## src/rtl/instr_loader_pkg.sv

```systemverilog
// Shared types and constants for the boot-time instruction loader.
package loader_pkg;

  // Loader session states; CSUM is only reachable when checksumming is built in.
  typedef enum logic [2:0] {
    IDLE  = 3'd0,
    LEN   = 3'd1,
    DATA  = 3'd2,
    WRITE = 3'd3,
    CSUM  = 3'd4,
    DONE  = 3'd5
  } loader_state_t;

  // Header is one little-endian length word; payload words are 4 bytes each.
  localparam int HDR_BYTES      = 4;
  localparam int BYTES_PER_WORD = 4;

endpackage

```

## src/rtl/instr_loader_if.sv

```systemverilog
// Byte-stream input and instruction-memory write port of the loader.
//
// Byte stream handshake: a byte moves from source to loader only on a rising
// clock edge where byte_valid && byte_ready. The source must hold byte_data
// stable while byte_valid is high and the byte has not yet transferred;
// byte_ready never depends combinationally on byte_valid.
interface instr_loader_if #(
  parameter int DATA_WIDTH = 32
);
  logic                  byte_valid;
  logic [7:0]            byte_data;
  logic                  byte_ready;
  logic                  mem_we;
  logic [DATA_WIDTH-1:0] mem_addr;
  logic [DATA_WIDTH-1:0] mem_wdata;

  // Byte source and memory sink side.
  modport master (
    output byte_valid,
    output byte_data,
    input  byte_ready,
    input  mem_we,
    input  mem_addr,
    input  mem_wdata
  );

  // Loader side.
  modport slave (
    input  byte_valid,
    input  byte_data,
    output byte_ready,
    output mem_we,
    output mem_addr,
    output mem_wdata
  );
endinterface

```

## src/rtl/instr_loader_byte_assembler.sv

```systemverilog
// Little-endian byte-to-word assembler shared by the header and payload
// phases. 'word' is the complete word including the byte being taken this
// cycle, so it is valid in the same cycle 'last' is high.
module byte_assembler
  import loader_pkg::*;
(
  input  logic        clk,
  input  logic        rst,
  input  logic        clr,
  input  logic        take,
  input  logic [7:0]  byte_in,
  output logic [31:0] word,
  output logic        last
);

  logic [1:0]  cnt_q;
  logic [23:0] part_q;

  // Shift accepted bytes in from the top so the first byte ends up lowest.
  always_ff @(posedge clk) begin
    if (rst || clr) begin
      cnt_q  <= 2'd0;
      part_q <= 24'd0;
    end else if (take) begin
      cnt_q  <= cnt_q + 2'd1;
      part_q <= {byte_in, part_q[23:8]};
    end
  end

  // Word completes when the fourth byte of the group is taken.
  always_comb begin
    word = {byte_in, part_q};
    last = take && (cnt_q == 2'(BYTES_PER_WORD - 1));
  end

endmodule

```

## src/rtl/instr_loader.sv

```systemverilog
// Boot-time program loader: receives a length-prefixed little-endian byte
// image, writes it word by word into instruction memory and holds the core
// in reset until the image is complete.
// Optional feature macro: INSTR_LOADER_CHECKSUM_EN adds a trailing XOR
// checksum byte over the payload.
module instr_loader
  import loader_pkg::*;
#(
  parameter int DATA_WIDTH = 32,
  parameter int ADDR_WIDTH = 10
) (
  input  logic          clk,
  input  logic          rst,
  input  logic          start,
  instr_loader_if.slave bus,
  output logic          cpu_hold,
  output logic          done,
  output logic          error,
  output loader_state_t dbg_state
);

`ifdef INSTR_LOADER_CHECKSUM_EN
  localparam loader_state_t TAIL_STATE = CSUM;
`else
  localparam loader_state_t TAIL_STATE = DONE;
`endif

  // Largest image is exactly 2^ADDR_WIDTH words, so lengths need one extra bit.
  localparam logic [ADDR_WIDTH:0] MAX_LEN = {1'b1, {ADDR_WIDTH{1'b0}}};

  loader_state_t         state_q, state_d;
  logic [ADDR_WIDTH:0]   word_idx_q;
  logic [ADDR_WIDTH:0]   len_q;
  logic [ADDR_WIDTH:0]   idx_next;
  logic                  xfer;
  logic                  asm_clr;
  logic                  asm_take;
  logic [31:0]           asm_word;
  logic                  asm_last;
  logic                  hdr_oversize;
  logic                  csum_ok;

  assign xfer      = bus.byte_valid && bus.byte_ready;
  assign asm_clr   = (state_q == IDLE) || (state_q == WRITE);
  assign asm_take  = xfer && ((state_q == LEN) || (state_q == DATA));
  assign idx_next  = word_idx_q + 1'b1;
  assign dbg_state = state_q;

  // Any header bit above the length field, or a length past the memory depth.
  assign hdr_oversize = ((asm_word >> (ADDR_WIDTH + 1)) != 32'd0) ||
                        (asm_word[ADDR_WIDTH:0] > MAX_LEN);

  byte_assembler u_asm (
    .clk     (clk),
    .rst     (rst),
    .clr     (asm_clr),
    .take    (asm_take),
    .byte_in (bus.byte_data),
    .word    (asm_word),
    .last    (asm_last)
  );

`ifdef INSTR_LOADER_CHECKSUM_EN
  logic [7:0] csum_q;

  // Running XOR of payload bytes, restarted with every session.
  always_ff @(posedge clk) begin
    if (rst) begin
      csum_q <= 8'd0;
    end else if (state_q == IDLE && start) begin
      csum_q <= 8'd0;
    end else if (state_q == DATA && xfer) begin
      csum_q <= csum_q ^ bus.byte_data;
    end
  end

  assign csum_ok = (bus.byte_data == csum_q);
`else
  assign csum_ok = 1'b1;
`endif

  // State register.
  always_ff @(posedge clk) begin
    if (rst) begin
      state_q <= IDLE;
    end else begin
      state_q <= state_d;
    end
  end

  // Next-state logic.
  always_comb begin
    state_d = state_q;
    case (state_q)
      IDLE: begin
        if (start) state_d = LEN;
      end
      LEN: begin
        if (asm_last) begin
          if (hdr_oversize)            state_d = IDLE;
          else if (asm_word == 32'd0)  state_d = TAIL_STATE;
          else                         state_d = DATA;
        end
      end
      DATA: begin
        if (asm_last) state_d = WRITE;
      end
      WRITE: begin
        if (idx_next == len_q) state_d = TAIL_STATE;
        else                   state_d = DATA;
      end
`ifdef INSTR_LOADER_CHECKSUM_EN
      CSUM: begin
        if (xfer) state_d = csum_ok ? DONE : IDLE;
      end
`endif
      DONE:    state_d = IDLE;
      default: state_d = IDLE;
    endcase
  end

  // State-decoded outputs.
  always_comb begin
    bus.byte_ready = 1'b0;
    bus.mem_we     = 1'b0;
    done           = 1'b0;
    case (state_q)
      LEN:   bus.byte_ready = 1'b1;
      DATA:  bus.byte_ready = 1'b1;
`ifdef INSTR_LOADER_CHECKSUM_EN
      CSUM:  bus.byte_ready = 1'b1;
`endif
      WRITE: bus.mem_we     = 1'b1;
      DONE:  done           = 1'b1;
      default: ;
    endcase
  end

  // Session registers: word counter, length, write port, hold and error flags.
  always_ff @(posedge clk) begin
    if (rst) begin
      word_idx_q    <= '0;
      len_q         <= '0;
      bus.mem_addr  <= '0;
      bus.mem_wdata <= '0;
      cpu_hold      <= 1'b0;
      error         <= 1'b0;
    end else begin
      if (state_q == IDLE && start) begin
        error      <= 1'b0;
        cpu_hold   <= 1'b1;
        word_idx_q <= '0;
      end
      if (state_q == LEN && asm_last) begin
        len_q <= asm_word[ADDR_WIDTH:0];
        if (hdr_oversize) error <= 1'b1;
      end
      if (state_q == DATA && asm_last) begin
        bus.mem_addr  <= DATA_WIDTH'({word_idx_q, 2'b00});
        bus.mem_wdata <= DATA_WIDTH'(asm_word);
      end
      if (state_q == WRITE) begin
        word_idx_q <= idx_next;
      end
      if (state_q == CSUM && xfer && !csum_ok) begin
        error <= 1'b1;
      end
      // Only a completed image releases the core; errors leave it held.
      if (state_q == DONE) begin
        cpu_hold <= 1'b0;
      end
    end
  end

endmodule

```

## src/flat_wrapper.sv

```systemverilog
// flat-port wrapper written by rule: the top's interface ports become plain ports
module instr_loader_flat import loader_pkg::*;
#(
  parameter int DATA_WIDTH = 32,
  parameter int ADDR_WIDTH = 10
)
  (clk, rst, start, cpu_hold, done, error, dbg_state, bus_byte_valid, bus_byte_data, bus_byte_ready, bus_mem_we, bus_mem_addr, bus_mem_wdata);
  instr_loader_if #(.DATA_WIDTH(DATA_WIDTH)) bus_i ();
  input  logic clk;
  input  logic rst;
  input  logic start;
  output logic cpu_hold;
  output logic done;
  output logic error;
  output loader_state_t dbg_state;
  input wire logic [$bits(bus_i.byte_valid)-1:0] bus_byte_valid;
  input wire logic [$bits(bus_i.byte_data)-1:0] bus_byte_data;
  output wire logic [$bits(bus_i.byte_ready)-1:0] bus_byte_ready;
  output wire logic [$bits(bus_i.mem_we)-1:0] bus_mem_we;
  output wire logic [$bits(bus_i.mem_addr)-1:0] bus_mem_addr;
  output wire logic [$bits(bus_i.mem_wdata)-1:0] bus_mem_wdata;
  assign bus_i.byte_valid = bus_byte_valid;
  assign bus_i.byte_data = bus_byte_data;
  assign bus_byte_ready = bus_i.byte_ready;
  assign bus_mem_we = bus_i.mem_we;
  assign bus_mem_addr = bus_i.mem_addr;
  assign bus_mem_wdata = bus_i.mem_wdata;
  instr_loader #(.DATA_WIDTH(DATA_WIDTH), .ADDR_WIDTH(ADDR_WIDTH)) u_core (.clk(clk), .rst(rst), .start(start), .bus(bus_i), .cpu_hold(cpu_hold), .done(done), .error(error), .dbg_state(dbg_state));
endmodule
```

## config.mk

```make
export PLATFORM = sky130hd
export DESIGN_NAME = instr_loader_flat
export DESIGN_NICKNAME = d
export VERILOG_FILES = /design/src/rtl/instr_loader_pkg.sv /design/src/rtl/instr_loader_if.sv /design/src/rtl/instr_loader_byte_assembler.sv /design/src/rtl/instr_loader.sv /design/src/flat_wrapper.sv
export SDC_FILE = /design/constraint.sdc
export NUM_CORES = 1
export LEC_CHECK = 0
export ABC_AREA = 1
export CORE_ASPECT_RATIO = 0.5
export CORE_UTILIZATION = 60
export CTS_BUF_LIST = sky130_fd_sc_hd__clkbuf_8
export CTS_CLUSTER_DIAMETER = 40
export CTS_CLUSTER_SIZE = 8
export DETAILED_ROUTE_END_ITERATION = 12
export DONT_BUFFER_PORTS = 1
export PLACE_DENSITY_LB_ADDON = 0.15
export SLEW_MARGIN = 20
export SYNTH_ARGS = -nofsm -noshare
export SYNTH_HDL_FRONTEND = slang
export SYNTH_SLANG_ARGS = --single-unit
```

## constraint.sdc

```tcl
create_clock -name clk -period 3.1 [get_ports clk]
set_clock_uncertainty 0.2 [all_clocks]
set_input_delay 0.31 -clock clk [delete_from_list [all_inputs] [get_ports clk]]
set_output_delay 0.31 -clock clk [all_outputs]
set_load 0.01 [all_outputs]
```

==> impl_metrics.json <==
{
  "cp.required_ns": 3.16,
  "start_util_pct": 62.9,
  "drt_wl_total_mm": 9.30,
  "ys_warn_count": 0,
  "layout_common_cells": "nand2_1 (103), nor2_1 (98), dfxtp_1 (96), a21oi_1 (74), inv_1 (52)",
  "reg2reg_setup_slack_ns": 0.76,
  "grt_pass1_wl_mm": 15.1,
  "drv_cap": 0,
  "fin_tns_setup_ns": 0,
  "dieHeight_um": 61.5,
  "vias_per_cell": 5.34,
  "die_w_um": 121,
  "netlist_instances": 583,
  "p_per_area_nw_per_um2": 515,
  "cp_data_arrival_time_ns": 2.40,
  "synth_area_per_cell_um2": 7.28,
  "antenna_found_initial": 0,
  "ir_drop_uv": 299,
  "io_pins": 84,
  "num_rows": 21,
  "post-route-drc-count": 0,
  "hp-start": "start",
  "die_area_um2": 7440,
  "synth-seq-cells": 96,
  "ant_nets": 0,
  "cts_tree": "built",
  "grt_max_degree": 72,
  "hp-class": "in -> reg",
  "ys_seq_area_share_pct": 45.3,
  "ctsResizeCount": 0,
  "drt_iter0_markers": 275,
  "final_layout_size_suffix_gt1_share_pct": 5.30,
  "placedCellCount": 652,
  "grt_pass1_vias": 3130,
  "post-cts-setup-buffers": 0,
  "place_congestion": 0.838,
  "htreeDepth": 3,
  "register_area_um2": 1920,
  "synth_cell_type_count": 34,
  "reg2reg_from": "u_core.dbg_state[2]$_SDFFE_PP0P_",
  "rsz0062_at_grt": "false",
  "layout_commonest_cell": "nand2_1",
  "tightest_slew_ns": 0.690,
  "cts_buffers": 9,
  "synthFlopType": "dfxtp_1",
  "hold_viol": 0,
  "r2r_cells": 9,
  "final_cells": 677,
  "status": "complete, no violations",
  "clock_latency_ns": 0.37,
  "vias": 3614,
  "antennaDiodeCount": 0,
  "r2r-end": "u_core.bus.mem_wdata[13]$_SDFFE_PP0P_",
  "synth-edff-count": 0,
  "critPathLaunchType": "flip-flop",
  "dpl.hpwl_mm": 6.17,
  "min_period_ns": 2.34,
  "async_flop_share_pct": 0,
  "dpl_cell_area_um2": 4180,
  "max_freq_mhz": 428,
  "track_usage_pct": 26.4,
  "whs_ns": 0.0196,
  "design_area_um2": 4510,
  "setup_violations": 0,
  "wl_per_cell_um": 13.7,
  "io_buffer_count": 0,
  "clk_pin_slew_worst_paths_ns": 0.09,
  "maxSlewViolCount": 0,
  "holdPathStages": 2,
  "cts.path.max_buffers": 2,
  "critPathCaptureType": "flip-flop",
  "crit_type": "reg -> reg",
  "multi_input_area_um2": 1910,
  "hold_buffers": 9,
  "hold_path_end": "u_core.cpu_hold$_SDFFE_PP0P_",
  "p_leak_uw": 0.00167,
  "finalCritPeriodShare_pct": 75.3,
  "overflow": 0,
  "core_area_um2": 6750,
  "synthToLayoutAreaGrowth_pct": 6.13,
  "layout.nets": 594,
  "fillers": 628,
  "syn_area_um2": 4250,
  "dr.pass1.iters": 5,
  "slew-limit-headroom_pct": 54.0,
  "cts_sinks": 96,
  "critPathMaxFanout": 71,
  "root_buffer": "clkbuf_8"
}
## per-layer routing
metal | vias up | wire length (um) | global-route usage, %
met4 | 0 | 69 | 7.41
met3 | 8 | 620 | 8.61
met1 | 1642 | 4560 | 34.4
li1 | 1858 | - | -
met2 | 106 | 4050 | 43.0
met5 | - | 0 | 0
## cell families (layout without fill, tap and decap cells)
logic type,count (synthesis),in the layout,synth area share (%)
DFF,96,96,45.3
and+or+nand+nor,268,268,26.9
adders and majority gates,2,2,0.589
AOI/OAI and AO/OA,112,112,14.9
xor gates and xnor gates,3,3,0.619
buffers and inverters,101,83,11.6
other,1,21,0.0883
## final cells by class
cell class,instances,area share (%)
clock inverters,6,1.86
flip-flops and latches,96,42.7
inverters,54,4.53
repair buffers,13,3.05
well taps,92,2.55
clock buffers,10,3.05
multi-input cells,406,42.3
## worst max-delay path: stages (launching register included)
cell and delay, ns:
dfxtp_1 0.49, inv_1 0.11, nand3_2 0.12, a21boi_4 0.07
nand2_2 0.07, clkinv_2 0.21, nand2_4 0.59, nor2_1 0.12
a21oi_1 0.16, nor2_1 0.05
## cell usage after synthesis (all sizes together), types with 6 or more instances
cell type,instances,area (um^2)
nand2,107,417
nor2,101,392
dfxtp,96,1920
buf,32,231
a21oi,74,370
nor4,9,56.3
nand4,6,37.5
inv,51,191
o21ai,14,70.1
nand3,38,195
clkbuf,15,57.6
a211oi,23,173
## worst max path at each step
| stage | start | end | slack (ns) |
|---|---|---|---|
| CTS | u_core.dbg_state[2]$_SDFFE_PP0P_ | u_core.bus.mem_addr[2]$_SDFFE_PP0P_ | 0.79 |
| detailed placement | u_core.dbg_state[2]$_SDFFE_PP0P_ | u_core.len_q[9]$_SDFFE_PP0P_ | 0.82 |
| global route | u_core.dbg_state[1]$_SDFFE_PP0P_ | u_core.bus.mem_wdata[22]$_SDFFE_PP0P_ | 0.50 |
| floorplan | u_core.word_idx_q[0]$_SDFFE_PP0P_ | u_core.dbg_state[0]$_SDFFE_PP0P_ | 1.26 |
| finish | u_core.dbg_state[2]$_SDFFE_PP0P_ | u_core.bus.mem_wdata[13]$_SDFFE_PP0P_ | 0.76 |
| global placement | u_core.dbg_state[2]$_SDFFE_PP0P_ | u_core.bus.mem_wdata[18]$_SDFFE_PP0P_ | 0.88 |
## power by group
part           internal (uW)  total, uW  switching [uW]  leakage [uW]
sequential              1240       1260            14.4      0.000774
clock                    474        908             434      0.000115
combinational           45.3        154             109      0.000778
total                   1760       2320             558       0.00167
## sequential cells by signal, summed over array words and instances, names as in the netlist
| register | flops |
|---|---|
| u_core.len_q | 11 |
| u_core.word_idx_q | 11 |
| u_core.u_asm.part_q | 24 |
| u_core.bus.mem_addr | 11 |
| u_core.u_asm.cnt_q | 2 |
| u_core.dbg_state | 3 |
| u_core.cpu_hold | 1 |
| u_core.error | 1 |
| u_core.bus.mem_wdata | 32 |
## through the flow
step / total power [uW] / worst slack, ns / utilization, %
3_3_place_gp: 1410 / 0.879 / 61.8
5_1_grt: 2410 / 0.503 / 66.7
3_5_place_dp: 1410 / 0.822 / 61.8
6_report: 2320 / 0.765 / 66.7
4_1_cts: 2330 / 0.786 / 66.7
2_1_floorplan: 1420 / 1.26 / -
(Power assumes the default switching activity.)
